<file path="src/rtl/fifo36_rx_dispatch.sv">
// rtl/fifo36_rx_dispatch.sv - classify RX f36 frames on their header and steer each whole frame to DSP or CPU
module fifo36_rx_dispatch #(
    parameter int HDR_WORDS = 10
) (
    input  logic        clk,
    input  logic        reset,
    input  logic        clear,
    input  logic        cfg_enable,
    input  logic [15:0] cfg_udp_port,
    input  logic [35:0] in_data,
    input  logic        in_src_rdy,
    output logic        in_dst_rdy,
    output logic [35:0] dsp_data,
    output logic        dsp_src_rdy,
    input  logic        dsp_dst_rdy,
    output logic [35:0] cpu_data,
    output logic        cpu_src_rdy,
    input  logic        cpu_dst_rdy,
    output logic [15:0] dsp_pkt_count,
    output logic [15:0] cpu_pkt_count
);
    localparam int PW = $clog2(HDR_WORDS + 1);
    localparam logic [PW-1:0] LAST_HDR = PW'(HDR_WORDS - 1);
    localparam logic [PW-1:0] FULL_HDR = PW'(HDR_WORDS);

    typedef enum logic [2:0] {IDLE, CAPTURE, DECIDE, REPLAY, PASS} state_t;

    state_t        state;
    logic [35:0]   hdr_buf [HDR_WORDS];
    logic [PW-1:0] wr_ptr;
    logic [PW-1:0] rd_ptr;
    logic          route_dsp;

    logic          in_sof;
    logic          in_eof;
    logic          in_xfer;
    logic          sel_src_rdy;
    logic          sel_dst_rdy;
    logic          sel_xfer;
    logic [35:0]   sel_data;
    logic          hdr_match;
    logic          buf_we;
    logic [PW-1:0] buf_idx;

    assign in_sof      = in_data[32];
    assign in_eof      = in_data[33];
    assign sel_dst_rdy = route_dsp ? dsp_dst_rdy : cpu_dst_rdy;

    // A sof seen in PASS is swallowed and restarts capture rather than being forwarded.
    always_comb begin
        in_dst_rdy  = 1'b0;
        sel_src_rdy = 1'b0;
        sel_data    = hdr_buf[rd_ptr];
        case (state)
            IDLE, CAPTURE: in_dst_rdy = 1'b1;
            REPLAY:        sel_src_rdy = 1'b1;
            PASS: begin
                sel_data    = in_data;
                sel_src_rdy = in_src_rdy & ~in_sof;
                in_dst_rdy  = in_sof | sel_dst_rdy;
            end
            default: ;
        endcase
        if (reset || clear) begin
            in_dst_rdy  = 1'b0;
            sel_src_rdy = 1'b0;
        end
    end

    assign in_xfer     = in_src_rdy & in_dst_rdy;
    assign sel_xfer    = sel_src_rdy & sel_dst_rdy;
    assign dsp_src_rdy = sel_src_rdy & route_dsp;
    assign cpu_src_rdy = sel_src_rdy & ~route_dsp;
    assign dsp_data    = sel_data;
    assign cpu_data    = sel_data;

    // Ethertype IPv4, version/IHL 0x45, protocol UDP, then the UDP destination port.
    assign hdr_match = cfg_enable && (wr_ptr == FULL_HDR)
                    && (hdr_buf[3][31:16] == 16'h0800)
                    && (hdr_buf[3][15:8] == 8'h45)
                    && (hdr_buf[5][7:0] == 8'h11)
                    && (hdr_buf[9][31:16] == cfg_udp_port);

    always_comb begin
        buf_we  = 1'b0;
        buf_idx = wr_ptr;
        if (in_xfer) begin
            if (in_sof && (state == IDLE || state == CAPTURE || state == PASS)) begin
                buf_we  = 1'b1;
                buf_idx = '0;
            end else if (state == CAPTURE) begin
                buf_we = 1'b1;
            end
        end
    end

    always_ff @(posedge clk) begin
        if (buf_we) begin
            hdr_buf[buf_idx] <= in_data;
        end
    end

    always_ff @(posedge clk or posedge reset) begin
        if (reset) begin
            state         <= IDLE;
            wr_ptr        <= '0;
            rd_ptr        <= '0;
            route_dsp     <= 1'b0;
            dsp_pkt_count <= '0;
            cpu_pkt_count <= '0;
        end else if (clear) begin
            state         <= IDLE;
            wr_ptr        <= '0;
            rd_ptr        <= '0;
            route_dsp     <= 1'b0;
            dsp_pkt_count <= '0;
            cpu_pkt_count <= '0;
        end else begin
            case (state)
                IDLE, CAPTURE, PASS: begin
                    if (in_xfer && in_sof) begin
                        wr_ptr <= PW'(1);
                        state  <= in_eof ? DECIDE : CAPTURE;
                    end else if (in_xfer && state == CAPTURE) begin
                        wr_ptr <= wr_ptr + PW'(1);
                        if (in_eof || wr_ptr == LAST_HDR) begin
                            state <= DECIDE;
                        end
                    end else if (in_xfer && state == PASS && in_eof) begin
                        state <= IDLE;
                    end
                end
                DECIDE: begin
                    route_dsp <= hdr_match;
                    rd_ptr    <= '0;
                    state     <= REPLAY;
                    if (hdr_match) begin
                        dsp_pkt_count <= dsp_pkt_count + 16'd1;
                    end else begin
                        cpu_pkt_count <= cpu_pkt_count + 16'd1;
                    end
                end
                REPLAY: begin
                    if (sel_xfer) begin
                        if (rd_ptr == wr_ptr - PW'(1)) begin
                            rd_ptr <= '0;
                            state  <= hdr_buf[rd_ptr][33] ? IDLE : PASS;
                        end else begin
                            rd_ptr <= rd_ptr + PW'(1);
                        end
                    end
                end
                default: state <= IDLE;
            endcase
        end
    end
endmodule

</file>
<file path="config.mk">
export PLATFORM = sky130hd
export DESIGN_NAME = fifo36_rx_dispatch
export DESIGN_NICKNAME = d
export VERILOG_FILES = /design/src/rtl/fifo36_rx_dispatch.sv
export SDC_FILE = /design/constraint.sdc
export NUM_CORES = 1
export LEC_CHECK = 0
export BUFFER_PORTS_ARGS = -buffer_cell sky130_fd_sc_hd__buf_2
export CAP_MARGIN = 40
export CORE_MARGIN = 2
export CORE_UTILIZATION = 55
export DETAILED_ROUTE_END_ITERATION = 6
export PLACE_DENSITY = 0.75
export REMOVE_ABC_BUFFERS = 1
export SLEW_MARGIN = 20
export SYNTH_ARGS = -nofsm -noshare
export SYNTH_HDL_FRONTEND = slang
export SYNTH_SLANG_ARGS = --single-unit
export TNS_END_PERCENT = 20
</file>
<file path="constraint.sdc">
create_clock -name clk -period 8.4 [get_ports clk]
set_clock_uncertainty 0.15 [all_clocks]
set_input_delay 0.42 -clock clk [delete_from_list [all_inputs] [get_ports clk]]
set_output_delay 0.42 -clock clk [all_outputs]
set_load 0.005 [all_outputs]
</file>
---- After elaboration in Yosys (flattened, before gate mapping) ----
Memory sizes are Yosys's and may differ from the RTL's.
Index checks and enable logic that the tools add are counted.
W data, S select, Z words.
storage, ports and cells
  RAM bits ................................ 360
  input port bits ......................... 59
  output and inout port bits .............. 107
  logic and storage cells ................. 102
  register bits ........................... 44
  memories ................................ 1
cells by class
  eq/ne operators ......................... 16
  bitwise logic cells ..................... 8
  reductions and logical operators ........ 27
  add/subtract/negate cells ............... 5
  multiplexer cells ....................... 39
memories
  name     depth  bits a word  rd ports  clocked after Yosys merged registers in  wr ports  line  source
  hdr_buf  10     36           4         0                                        1         29    logic [35:0] hdr_buf [HDR_WORDS];
operator list
  kind                     count
  $mux W16                 6
  $mux W36                 1
  $mux W4                  9
  $add A16 B1 Y16 const B  2
  $mux W3                  8
  $eq A16 B12 Y1 const B   1
  $eq A16 B16 Y1           1
  $logic_and A1 B1 Y1      10
  $mux W1                  10
  $ne A5 B5 Y1 const B     2
  $pmux W3 S3              1
  $add A4 B1 Y4 const B    2
  $eq A4 B4 Y1 const B     2
  $eq A8 B5 Y1 const B     1
  $eq A8 B7 Y1 const B     1
  $pmux W4 S2              1
  $reduce_and A2 Y1        4
  $eq A3 B2 Y1 const B     2
  $ne A3 B3 Y1 const B     2
  $reduce_bool A2 Y1       3
  $reduce_bool A3 Y1       2
  $and A1 B1 Y1            5
  $eq A4 B4 Y1             1
  $logic_or A1 B1 Y1       4
  12 further kinds         14

---- Logic depth before layout (Yosys ltp) ----
Gate-level depths: netlist of the first run.
  depth in word-level cells ............... 12
  depth in mapped cells ................... 10
  gate-level depth less buffers ........... 8

---- Worst setup path after synthesis of the first run ----
OpenSTA, ideal clock, no wires.
  kind .................................... register -> register
  start ................................... register state[0]
  end ..................................... memory hdr_buf[2][0], enable pin
  setup slack ............................. 3.828 ns
  setup time .............................. 0.474 ns
  cell stages (with the launch flop) ...... 6
  buffers on the path ..................... 1
  period minus slack after synthesis ...... 4.572 ns
  arrival time ............................ 3.948 ns
  required time ........................... 7.776 ns
  cells stage by stage .................... dfrtp_1 > clkbuf_1 > a211oi_1 > and3_1 > or4_1 > nor3_1
on the way
  word-level cells in the longest chain between the ends .. 8
  elaborated cells between the ends (all ways) .. 17
  those cells by class .................... eq/ne: 2; mux: 9; bitwise: 1; reduce/logical: 5
RTL lines
  what                                                           line        source
  start: declaration                                             28          state_t state;
  start signal: assignment                                       123         state <= in_eof ? DECIDE : CAPTURE;
  start signal: assignment                                       147         state <= hdr_buf[rd_ptr][33] ? IDLE : PASS;
  $eq A3 B1 Y1 / $logic_not A3 Y1 (equally long branches)        54, 88, 91
  $reduce_or A2 Y1 / $logic_or A1 B1 Y1 (equally long branches)  54, 88
  $pmux W1 S2 / $logic_or A1 B1 Y1 (equally long branches)       54, 88
  $mux W1 / $logic_and A1 B1 Y1 (equally long branches)          64, 88
  $and A1 B1 Y1 / $mux W1 (equally long branches)                70, 88
  $mux W1                                                        87          if (in_xfer) begin
  $mux W1                                                        98          if (buf_we) begin
  $mux W1 (not written as such)                                  99          hdr_buf[buf_idx] <= in_data;
  end: declaration                                               29
Parallel ways exist; a longest one is shown, timed or not.

---- Worst setup path in the final report of the first run ----
  start ................................... register rd_ptr[0]
  end ..................................... output port cpu_data[17]
on the way
  word-level cells in the longest chain between the ends .. 2
RTL lines
  what                      line  source
  start: declaration        31    logic [PW-1:0] rd_ptr;
  start signal: assignment  149   rd_ptr <= rd_ptr + PW'(1);
  $mem_v2 Z10 W36           -
  $mux W36                  54    case (state)
  end: declaration          16    output logic [35:0] cpu_data,
No other way between the ends.

==> results by group, run 1 <==
Outcome
  – Status: finished, final reports clean

Synthesis
  – Synth warn: 0
  – Seq/Total Area, Yosys: 68.6%
  – Syn_area_per_cell: 16.2 sq um
  – Synth cell count leaders: edfxtp_1, nand2_1, o21ai_0, mux4_2, mux2_2
  – Cell variety after synth: 59
  – Synthesized cell area: 17400 sq um
  – Synth Register Bits: 404
  – Area share of the largest cell type after synthesis: 62.2%
  – Most common cell in the netlist: edfxtp_1
  – Largest area contributor in the netlist: edfxtp_1
  – Main synth FF type: edfxtp_1
  – Cells after Synth: 1073
  – Synth async-reset ratio: 10.9%
  – Ranking of synthesized cells by area: edfxtp_1, mux4_2, dfrtp_1
  – EDFF count, synth: 360

Global route
  – Gr usage total: 23.0%
  – Met1 Usage GRT: 32.0%
  – Vias in the first global route: 9854
  – Met3 Usage GRT: 3.87%
  – First-pass GRT wire length: 57600 um
  – GR peak layer: met2
  – Initial antenna violation count: 1
  – Overflow after GRT: 0
  – Met2 usage: 38.5%
  – Largest net degree at the start of global routing: 77

CTS
  – Clock Root Buffer: clkbuf_16
  – Num CTS Buffers: 42
  – CTS tree: yes
  – Clk buf depth: 3
  – H-tree depth: 2
  – Reg clk slew, reported paths: 0.06 ns
  – CTS sink cnt: 404
  – Clk Latency, worst-skew pair: 0.53 ns

Placement
  – Post-DP Area: 18500 sq um
  – I/O Buffers: 165
  – RePlAce Congestion: 0.786
  – DP Wirelength: 21400 um

Drt
  – DR DRC count: 0
  – Detail Route Antenna Nets: 0
  – Vias: 9827
  – Drt wl/cell: 22.4 um
  – Vias/cell: 5.96
  – WL final: 37000 um
  – DRT iter0 DRCs: 972
  – Drt first pass iters: 5

Die
  – Die X: 182 um
  – Core Area: 31300 sq um
  – Die Height: 182 um
  – Row Count: 65
  – Initial core utilization: 55.5%
  – Full die area: 33000 sq um
  – IO Count: 166

Hold path
  – Hold WC Path Type: input port to flop

Pwr
  – Power Dens Cells: 204 nW/um^2
  – Leak: 6.60 nW
  – Peak VDD IR: 0.000142 V

STA
  – Final hold violation count: 0
  – Final period utilization: 52.2%
  – Fmax: 228 MHz
  – Minimum clock period: 4.38 ns
  – RSZ-0062 raised after global routing: no
  – Pins Over Slew Limit: 0
  – Setup tns final: 0 ns
  – Worst-Margin Slew: 0.840 ns
  – Max-Slew Margin vs Limit: 44.0%
  – Setup violators final: 0

Final layout
  – Syn-to-layout area delta: 14.0%
  – # nets final: 1281
  – Fillers: 2206
  – Layout cell share with drive strength beyond 1: 31.0%
  – Design Area, Final: 19800 sq um

Flow run
  – Max Cap Viol: 0

Setup path
  – Worst setup EP type: primary output
  – CP startpoint kind: flop
  – CP Class: flop to primary output
  – CP Data Arrival Time: 3.81 ns
  – Crit-path max FO: 35
  – Critical Path RT: 7.83 ns
==> metal layers <==
layer	part of all wire (%)	routed length (um)
met5	0	0
met3	7.3	2700
met4	1.8	650
met1	41	15300
met2	49	18300
==> registers in the layout, summed over array words and instances (netlist names) <==
| signal | cells |
|---|---|
| hdr_buf | 360 |
| cpu_pkt_count | 16 |
| dsp_pkt_count | 16 |
| rd_ptr | 4 |
| wr_ptr | 4 |
| state | 3 |
| route_dsp | 1 |
==> timing repair <==
action / in CTS / in global routing
endpoints found under the setup margin: 0 / 0
resized for setup: 0 / 0
hold buffers: 1 / 0
hold endpoints to repair: 11 / 0
setup buffers: 0 / 0
==> where the power goes <==
| group | total [W] | internal, W | switching (W) | leakage [nW] |
|---|---|---|---|---|
| sequential | 0.00220 | 0.00219 | 0.00000286 | 3.85 |
| combinational | 0.0000906 | 0.0000310 | 0.0000596 | 2.13 |
| clock | 0.00175 | 0.00101 | 0.000739 | 0.623 |
==> worst max-delay path, cell delays in order, from the launching register on <==
cell and delay (ns):
dfrtp_4 0.89, buf_4 0.49, buf_12 0.29, mux4_2 0.52
mux2_2 0.27, o21ai_0 0.45, o21ai_0 0.18, buf_2 0.17
==> logic make-up (layout without fill, tap and decap cells) <==
family,Yosys count,after routing,synth area share [%]
AO/OA/AOI/OAI,126,126,4.06
multiplexers,157,157,14.6
other,0,1,0
AND/OR/NAND/NOR,244,244,7.49
XOR/XNOR,33,33,1.66
adder cells (fa/ha/maj),7,7,0.504
buffers and inverters,102,276,3.12
flip-flops,404,404,68.6
==> cells in the final DEF (no fill, tap or decap), types with 8 or more instances in the layout <==
master,instances
edfxtp_1,360
buf_2,165
nand2_1,89
o21ai_0,87
mux4_2,71
mux2_2,45
clkbuf_16,43
mux2i_1,40
dfrtp_1,40
nor2_1,35
xnor2_1,29
nand4_1,21
buf_4,20
a21oi_1,18
nor2b_1,14
clkbuf_1,13
nand3_1,12
inv_1,11
nor4_1,10
or3_1,8
clkinv_1,8
==> through the flow <==
step | instances | util, % | setup WS [ns] | hold WS (ns) | total power, W
2_1_floorplan | 983 | - | 2.49 | 0.333 | 0.00227
3_3_place_gp | 1569 | 58.8 | 4.37 | 0.276 | 0.00232
3_5_place_dp | 1572 | 59.0 | 4.60 | 0.281 | 0.00233
4_1_cts | 1649 | 63.2 | 4.02 | 0.0241 | 0.00407
5_1_grt | 1650 | 63.2 | 3.76 | 0.0518 | 0.00415
6_report | 1650 | 63.2 | 4.02 | 0.0519 | 0.00403
==> area by class of cell <==
class | instances | area, sq um | area share (%)
sequential | 404 | 11900 | 60.2
multi-input combinational | 567 | 4990 | 25.2
clock buffer | 56 | 1120 | 5.68
timing repair buffer | 188 | 1030 | 5.22
tap | 402 | 503 | 2.54
clock inverter | 20 | 179 | 0.904
inverter | 12 | 45.0 | 0.228
antenna | 1 | 2.50 | 0.0126
==> final timing paths <==
check | depth (start not counted) | start | slack [ns] | end
setup / recovery | 7 | rd_ptr[0]$_DFFE_PP0P_ | 4.02 | cpu_data[17]
hold / removal | 1 | in_data[13] | 0.05 | hdr_buf[9][13]$_DFFE_PP_
setup reg to reg | 8 | wr_ptr[0]$_DFFE_PP0P_ | 4.98 | dsp_pkt_count[10]$_DFFE_PP0P_
hold reg to reg | 2 | dsp_pkt_count[2]$_DFFE_PP0P_ | 0.41 | dsp_pkt_count[2]$_DFFE_PP0P_
max in group asynchronous | 4 | reset | 7.05 | dsp_pkt_count[15]$_DFFE_PP0P_
min in group asynchronous | 3 | reset | 0.30 | state[1]$_DFFE_PP0P_
No activity file was read; power rests on OpenSTA's default activity.
==> inputs of run 2 (changes only) <==
--- a/config.mk
+++ b/config.mk
@@ -5,12 +5,13 @@
 export SDC_FILE = /design/constraint.sdc
 export NUM_CORES = 1
 export LEC_CHECK = 0
+export ABC_AREA = 1
 export BUFFER_PORTS_ARGS = -buffer_cell sky130_fd_sc_hd__buf_2
 export CAP_MARGIN = 40
 export CORE_MARGIN = 2
-export CORE_UTILIZATION = 55
+export CORE_UTILIZATION = 54
 export DETAILED_ROUTE_END_ITERATION = 6
-export PLACE_DENSITY = 0.75
+export PLACE_DENSITY = 0.76
 export REMOVE_ABC_BUFFERS = 1
 export SLEW_MARGIN = 20
 export SYNTH_ARGS = -nofsm -noshare
==> constraint.sdc (replaced) <==
create_clock -name clk -period 3.58 [get_ports clk]
set_clock_uncertainty 0.15 [all_clocks]
set_input_delay 0.179 -clock clk [delete_from_list [all_inputs] [get_ports clk]]
set_output_delay 0.179 -clock clk [all_outputs]
set_load 0.005 [all_outputs]
==> results by group, run 2 <==
Synthesis
  – Largest family of logic cells by synthesized area: simple AND/OR/NAND/NOR gates
  – Synth cell count leaders: edfxtp_1, nor2_1, nand2_1, o21ai_0, nand3_1
  – Synthesized cell area: 18300 sq um
  – Cells after Synth: 1727
  – Main synth FF type: edfxtp_1
  – Syn_area_per_cell: 10.6 sq um
  – EDFF count, synth: 360
  – Mux contribution to synthesized area: 0%
  – Cell variety after synth: 38
  – Area share of the largest cell type after synthesis: 59.1%
  – Largest area contributor in the netlist: edfxtp_1
  – Synth warn: 0
  – Synth Register Bits: 404
  – Synth async-reset ratio: 10.9%
  – Most common cell in the netlist: edfxtp_1
  – Seq/Total Area, Yosys: 65.1%
  – Compound-Gate Fraction of Synth Area: 10.3%
  – Post-synthesis xor/xnor area fraction: 1.39%
  – Synthesized-area fraction occupied by adder cells: 0.479%
  – Post-synthesis simple-gate area fraction: 16.7%
  – Ranking of synthesized cells by area: edfxtp_1, nor2_1, dfrtp_1

Global route
  – Largest net degree at the start of global routing: 101
  – Overflow after GRT: 0
  – Vias in the first global route: 13441
  – Initial antenna violation count: 1
  – Gr usage total: 26.2%
  – First-pass GRT wire length: 72400 um

STA
  – Worst Setup Slack, final: 0.351 ns
  – RSZ-0062 raised after global routing: no
  – Fmax: 310 MHz
  – Final period utilization: 90.2%
  – Worst-Margin Slew: 0.810 ns
  – Setup tns final: 0 ns
  – Final hold violation count: 0
  – Minimum clock period: 3.23 ns
  – Setup violators final: 0
  – Pins Over Slew Limit: 0
  – Max-Slew Margin vs Limit: 46.0%

CTS
  – Clk Latency, worst-skew pair: 0.56 ns
  – CTS tree: yes
  – Num CTS Buffers: 42
  – Clk buf depth: 3
  – Post CTS Setup Buffer Count: 0
  – H-tree depth: 2
  – Clock Root Buffer: clkbuf_16
  – Reg clk slew, reported paths: 0.06 ns
  – CTS sink cnt: 404

Placement
  – DP Wirelength: 27200 um
  – Setup Slack @ Placement: 0.918 ns
  – RePlAce Congestion: 0.895
  – I/O Buffers: 165

Drt
  – Detail Route Antenna Nets: 0
  – DRT iter0 DRCs: 1477
  – Drt wl/cell: 19.6 um
  – Drt first pass iters: 5
  – WL final: 46200 um
  – DR DRC count: 0
  – Vias/cell: 5.79
  – Vias: 13664

Hold path
  – Worst Min Path Start: dsp_dst_rdy
  – Hold path depth: 7
  – Hold Path End: state[2]$_DFFE_PP0P_
  – Hold WC Path Type: input port to flop

Setup path
  – CP startpoint kind: flop
  – CP Data Arrival Time: 2.90 ns
  – R2R Path End: hdr_buf[6][35]$_DFFE_PP_
  – Slowest-stage cell, CP: dfrtp_4
  – CP Cell Sequence: buf_12 -> buf_12 -> o21ai_0 -> o211ai_1 -> nand3_1 -> a31oi_1 -> buf_2
  – Crit-path max FO: 100
  – FF-to-FF path depth: 13
  – CP Class: flop to primary output
  – R2R Setup Slk: 0.91 ns
  – Most common cell on crit path: buf_12
  – Worst setup EP type: primary output
  – Critical Path RT: 3.25 ns
  – Reg-to-Reg Start: route_dsp$_DFFE_PP0P_
  – Worst path max stage delay: 0.67 ns

Final layout
  – Fillers: 2512
  – Largest register by flop count: hdr_buf
  – Largest register FFs: 360
  – Regs by FF count: hdr_buf (360), cpu_pkt_count (16), dsp_pkt_count (16)
  – Most frequent cells in the layout: edfxtp_1, nor2_1, nand2_1
  – # nets final: 1946
  – Layout cell share with drive strength beyond 1: 15.9%
  – Commonest non-fill, non-tap cell in the layout: edfxtp_1
  – Syn-to-layout area delta: 15.8%

Pwr
  – Peak VDD IR: 0.000416 V
  – Leak: 8.22 nW
  – Power Dens Cells: 459 nW/um^2

Die
  – Row Count: 67
  – Die X: 188 um
  – IO Count: 166
  – Initial core utilization: 54.7%
  – Core Area: 33400 sq um
  – Die Height: 188 um
  – Full die area: 35400 sq um

Outcome
  – Status: finished, final reports clean

Flow run
  – Max Cap Viol: 0
-- run 2: power breakdown --
part	internal, W	total, W	switching [W]	leakage, nW
Clock	0.00252	0.00430	0.00178	0.667
Sequential	0.00515	0.00515	0.00000601	3.85
Combinational	0.0000943	0.000270	0.000176	3.71
Total	0.00776	0.00972	0.00196	8.22
-- run 2: repair_timing --
item / CTS / global route
hold endpoints to repair: 409 / 0
hold buffers: 39 / 0
gates resized for setup: 0 / 0
-- run 2: stage by stage --
stage / std cells / area [sq um] / util, % / power, W / hold WS [ns]
detailed placement: 2245 / 19400 / 58.1 / 0.00548 / 0.225
global route: 2359 / 21200 / 63.3 / 0.00997 / 0.176
floorplan: 1597 / 17600 / - / 0.00534 / 0.128
global placement: 2245 / 19400 / 58.1 / 0.00547 / 0.213
CTS: 2359 / 21200 / 63.3 / 0.00975 / 0.127
finish: 2360 / 21200 / 63.3 / 0.00972 / 0.129
-- run 2: critical path: cells and delay by family (launching register included) --
kind | cells | cell delay, ns
DFF | 1 | 0.67
buffers and inverters | 3 | 0.87
AOI/OAI and AO/OA | 3 | 0.57
and+or+nand+nor | 1 | 0.13
-- run 2: layout make-up --
class | instances | area, sq um | share of cell area (%)
antenna | 1 | 2.50 | 0.0118
clock buffer | 50 | 1110 | 5.25
clock inverter | 25 | 256 | 1.21
inverter | 112 | 423 | 2.00
multi-input combinational | 1081 | 5330 | 25.1
sequential | 404 | 11900 | 56.2
tap | 448 | 561 | 2.65
timing repair buffer | 239 | 1590 | 7.51
-- run 2: metal layers --
metal,routed length (um),vias to the layer above,part of all wire [%],GRT usage (%)
met5,0,-,0,0
met4,1400,0,3.0,10.3
met3,4000,112,8.7,5.05
met2,22400,693,49,43.6
met1,18400,6524,40,34.0
li1,-,6335,-,-
-- run 2: worst max-delay path by stage --
stage                               endpoint  cells after the start             startpoint
finish                          cpu_data[12]                      7  rd_ptr[0]$_DFFE_PP0P_
global route                    cpu_data[12]                      7  rd_ptr[0]$_DFFE_PP0P_
CTS                              cpu_data[0]                      9  rd_ptr[0]$_DFFE_PP0P_
detailed placement  hdr_buf[6][35]$_DFFE_PP_                     13  route_dsp$_DFFE_PP0P_
global placement     hdr_buf[2][6]$_DFFE_PP_                      7                  clear
floorplan                       cpu_data[24]                      7  rd_ptr[0]$_DFFE_PP0P_
-- run 2: kinds of logic after synthesis --
family / Yosys count
adders and majority gates: 7
buffers and inverters: 242
DFF: 404
AOI/OAI and AO/OA: 320
xor gates and xnor gates: 29
and+or+nand+nor: 725
